<file path="config.mk">
export PLATFORM = sky130hd
export DESIGN_NAME = demux1_8_tdm
export DESIGN_NICKNAME = d
export VERILOG_FILES = /design/src/rtl/demux1_8_tdm.sv
export SDC_FILE = /design/constraint.sdc
export NUM_CORES = 1
export LEC_CHECK = 0
export CORE_MARGIN = 4
export CORE_UTILIZATION = 54
export DETAILED_ROUTE_END_ITERATION = 8
export PLACE_DENSITY = 0.82
export SYNTH_ARGS = -nofsm -noshare
export SYNTH_HDL_FRONTEND = slang
export SYNTH_SLANG_ARGS = --single-unit
</file>
<file path="constraint.sdc">
create_clock -name clk -period 3 [get_ports clk]
set_input_delay 0.6 -clock clk [delete_from_list [all_inputs] [get_ports clk]]
set_output_delay 0.6 -clock clk [all_outputs]
set_load 0.03 [all_outputs]
</file>
<file path="src/rtl/demux1_8_tdm.sv">
// Receive side of the 8-slot TDM link: realigns beats to frame_sync and
// presents each completed 8-slot frame in parallel. Define
// DEMUX1_8_TDM_SYNC_CHECK_EN to require frame_sync on every slot-0 beat.
module demux1_8_tdm #(
  parameter int DATA_W = 1
) (
  input  logic                  clk,
  input  logic                  rst,
  input  logic [DATA_W-1:0]     din,
  input  logic                  din_valid,
  input  logic                  frame_sync,
  output logic [8*DATA_W-1:0]   frame_data,
  output logic                  frame_valid,
  output logic [2:0]            slot,
  output logic                  locked,
  output logic                  sync_err
);

  localparam int FRAME_W = 8 * DATA_W;

  typedef enum logic {
    HUNT   = 1'b0,
    LOCKED = 1'b1
  } state_t;

  // Handshake: a beat is any rising edge with din_valid=1; there is no
  // backpressure, din and frame_sync are ignored whenever din_valid=0.

  state_t               state_q, state_n;
  logic [2:0]           slot_q, slot_n;
  logic [FRAME_W-1:0]   buf_q, buf_n;
  logic [FRAME_W-1:0]   frame_q, frame_n;
  logic                 fvalid_q, fvalid_n;
  logic                 serr_q, serr_n;

  always_ff @(posedge clk or posedge rst) begin
    if (rst) begin
      state_q  <= HUNT;
      slot_q   <= 3'd0;
      buf_q    <= '0;
      frame_q  <= '0;
      fvalid_q <= 1'b0;
      serr_q   <= 1'b0;
    end else begin
      state_q  <= state_n;
      slot_q   <= slot_n;
      buf_q    <= buf_n;
      frame_q  <= frame_n;
      fvalid_q <= fvalid_n;
      serr_q   <= serr_n;
    end
  end

  always_comb begin
    state_n  = state_q;
    slot_n   = slot_q;
    buf_n    = buf_q;
    frame_n  = frame_q;
    fvalid_n = 1'b0;
    serr_n   = 1'b0;

    if (din_valid) begin
      case (state_q)
        HUNT: begin
          if (frame_sync) begin
            buf_n               = '0;
            buf_n[DATA_W-1:0]   = din;
            slot_n              = 3'd1;
            state_n             = LOCKED;
          end
        end

        LOCKED: begin
          if (frame_sync && (slot_q != 3'd0)) begin
            // Misplaced sync wins over completion: drop the partial frame
            // and restart with this beat as slot 0.
            serr_n              = 1'b1;
            buf_n               = '0;
            buf_n[DATA_W-1:0]   = din;
            slot_n              = 3'd1;
`ifdef DEMUX1_8_TDM_SYNC_CHECK_EN
          end else if (!frame_sync && (slot_q == 3'd0)) begin
            serr_n              = 1'b1;
            buf_n               = '0;
            slot_n              = 3'd0;
            state_n             = HUNT;
`endif
          end else begin
            buf_n[int'(slot_q)*DATA_W +: DATA_W] = din;
            slot_n = slot_q + 3'd1;
            if (slot_q == 3'd7) begin
              frame_n  = {din, buf_q[7*DATA_W-1:0]};
              fvalid_n = 1'b1;
            end
          end
        end

        default: begin
          state_n = HUNT;
          slot_n  = 3'd0;
        end
      endcase
    end
  end

  assign frame_data  = frame_q;
  assign frame_valid = fvalid_q;
  assign slot        = slot_q;
  assign locked      = (state_q == LOCKED);
  assign sync_err    = serr_q;

endmodule

</file>
==> key figures <==
Run status
  • Status: finished clean

Clock tree
  • Clock sink count: 21
  • Number of buffers created by CTS: 3
  • CTS tree: done
  • Post-CTS sizing: 0
  • Clk_lat worst skew: ~0.3 ns
  • CTS root buffer: clkbuf_4
  • Htree depth: 1
  • Post-CTS Hold Buffers: 0
  • Clk buf depth: 2
  • Clock transition at path regs: 0.11 ns
  • Setup Buffers After CTS: 0

Timing
  • Slew Limit Fails: 0
  • Clock skew: approximately 0.0023 ns
  • Final min period: around 2.3 ns
  • Final Hold Viols: 0
  • Final setup TNS: 0 ns
  • RSZ-0062 raised after global routing: false
  • Final setup fails: 0
  • Hold_ws: 0.504 ns
  • Worst relative slew slack: 0.506
  • Least-Margin Pin Slew: around 0.73 ns
  • Fin crit share: 0.773
  • FMAX: between 0.4 and 0.5 GHz

Yosys
  • Synth Area in Adders: 0.0478
  • Post-Syn Instances: 95
  • Area contributors post-synth: dfrtp_1, mux2_2, ha_1, mux2_1, o311ai_2
  • Total number of yosys warnings: 0
  • Seq cells post-synth: 21
  • Syn_nets: 104
  • Post-synth top area share: 0.502
  • Post-synthesis mux area share: 0.0969
  • Synth cell types: 27
  • Syn Std Cell Area: 0.00105 sq mm
  • Area leader, netlist: dfrtp_1
  • Synth Area in XOR/XNOR: 0
  • Largest family of logic cells by synthesized area: simple AND/OR/NAND/NOR gates
  • Syn Area/Cell: between 10 and 15 sq um
  • Post-Synth Simple-Gate Area: 0.159
  • Sequential fraction of the synthesis area: 0.502
  • Compound-Gate Fraction of Synth Area: 0.142

GRT
  • Total congestion overflow: 0
  • Initial antenna violation count: 0
  • Pin count of the biggest net entering global routing: 22
  • Total GRT Usage: 0.180
  • First-pass GRT wire length: 3610 microns
  • Number of global-route vias before repair: 769

Layout
  • N_diodes: 0
  • Area grow syn2layout: 20.1%
  • Final net count: 122
  • Finished Core Util: 0.705
  • Layout cells sized above 1: 0.107
  • Final Non-Filler Cells: 137

Placement
  • Detail Placement HPWL: 1490 microns
  • Port bufs: 18
  • Final GP Congestion: 0.814
  • Placed insts: 133

Routing
  • Via count: 800
  • DRC Markers: 0
  • Routed vias/inst: 5.84
  • DR pass1 iterations: 4
  • Drt initial violations: 41
  • Routed len/inst: 15.1 microns
  • DRT Wirelength: 2070 microns
  • Antenna Violating Nets Remaining: 0

Setup path
  • Critical path class: flip-flop to output port
  • Worst Path Max Fanout: 17
  • Reg2Reg Depth: 6
  • Top delay family on crit path: buffers and inverters
  • Crit path largest cell delay: ~0.76 ns
  • CP arrival: 1.72 ns
  • Crit path capture type: output port
  • Worst path bufs/invs: 1
  • Crit path cell chain: clkdlybuf4s50_1
  • Slowest stage cell, crit path: clkdlybuf4s50_1
  • Critical path launch point type: flip-flop
  • Crit path depth: 1
  • Reg-to-Reg Start: slot[0]
  • Critical path data required time: 2.40 ns
  • Setup crit start: locked

Floorplan
  • Die height: 52.0 microns
  • CORE AREA: approximately 0.0018 sq mm
  • Top-level I/O count: 19
  • DIE AREA: 0.00271 sq mm
  • Die W: about 52 microns
  • Starting Density: 0.587
  • Row cnt: 15

Power
  • Overall Power: 1.07 mW
  • LEAKAGE: 0.567 nW
  • PwrDens: 851 mW/mm^2
  • IR drop worst, VDD: 0.000604 V

Worst hold path
  • Hold path depth: 1
  • Worst min path class: flip-flop to flip-flop
  • Worst hold path startpoint: frame_data[5]

Flow run
  • Max cap viols: 0
[cells in the final DEF, fill, tap and decap left out, types with 2 or more instances in the layout]
cell             netlist  routed
inv_1                  7       7
nor2_1                 3       3
nand3_1                4       4
nand4_1                4       4
o21ai_0                6       6
clkdlybuf4s50_1        0      18
dfrtp_1               21      21
clkbuf_4               0       3
nor4_1                 2       2
nand2_1                8       8
o31ai_1                4       4
nand2b_1               4       4
a41oi_1                2       2
mux2_2                 6       6
o311ai_2               2       2
ha_1                   4       4
mux2_1                 3       3
[synth_stat cells]
master    number
and3_1         1
buf_2          4
a32o_1         1
o21ai_0        6
dfrtp_1       21
ha_1           4
nor3_1         1
nand2_1        8
buf_4          1
and4_1         1
mux2_1         3
inv_1          7
a21oi_1        1
nand4_1        4
nor2_1         3
o21a_1         1
nor4b_1        1
nor4_1         2
or4b_4         1
nand3_1        4
a21o_1         1
o221ai_1       1
o31ai_1        4
nand2b_1       4
mux2_2         6
a41oi_1        2
o311ai_2       2
[flip-flops by register name (all words and copies together) (netlist names)]
signal / flops
slot: 3
buf_q: 7
frame_valid: 1
frame_data: 8
sync_err: 1
locked: 1
[layer usage]
layer / vias up / wire, microns / track usage
met2: 27 / 974 / 0.274
met5: - / 0 / 0
met3: 7 / 101 / 0.0315
met1: 381 / 943 / 0.250
met4: 0 / 47 / 0.0786
li1: 385 / - / -
[logic make-up (layout without fill, tap and decap cells)]
kind of cell,after synthesis,count (layout)
simple gates,30,30
flops,21,21
compound gates,19,19
buf+inv,12,29
mux,9,9
fa+ha+maj,4,4
[per-stage QoR]
| step | setup WS, ns | instance area, sq um |
|---|---|---|
| floorplan | 0.749 | 1050 |
| global placement | 0.670 | 1230 |
| CTS | 0.695 | 1260 |
| detailed placement | 0.601 | 1230 |
| global route | 0.577 | 1260 |
| finish | 0.682 | 1260 |
[layout make-up]
cell class                 instances  area, sq um
sequential                        21          526
clock buffer                       4         26.3
multi-input combinational         62          467
timing repair buffer              18          180
tap                               25         31.3
inverter                           7         26.3
fill                             129          527
[final timing paths]
path	endpoint	slack (ns)
worst max-delay path	locked	0.68
worst min-delay path	frame_data[5]	0.50
worst max register to register	frame_data[7]	0.74
worst min register to register	frame_data[5]	0.50
max in group asynchronous	sync_err	1.81
min in group asynchronous	frame_valid	0.72
[worst register-to-register path, cell delays in order, from the launching register on]
cell	delay, ns
dfrtp_1	0.53
inv_1	0.11
ha_1	0.15
ha_1	0.29
nand2b_1	0.21
and4_1	0.47
mux2_2	0.39
[where the power goes]
part	internal, mW	total, mW	switching, mW
Combinational	0.210	0.518	0.308
Clock	0.0519	0.131	0.0790
Sequential	0.357	0.421	0.0636
Power figures use the tool's default switching activity.
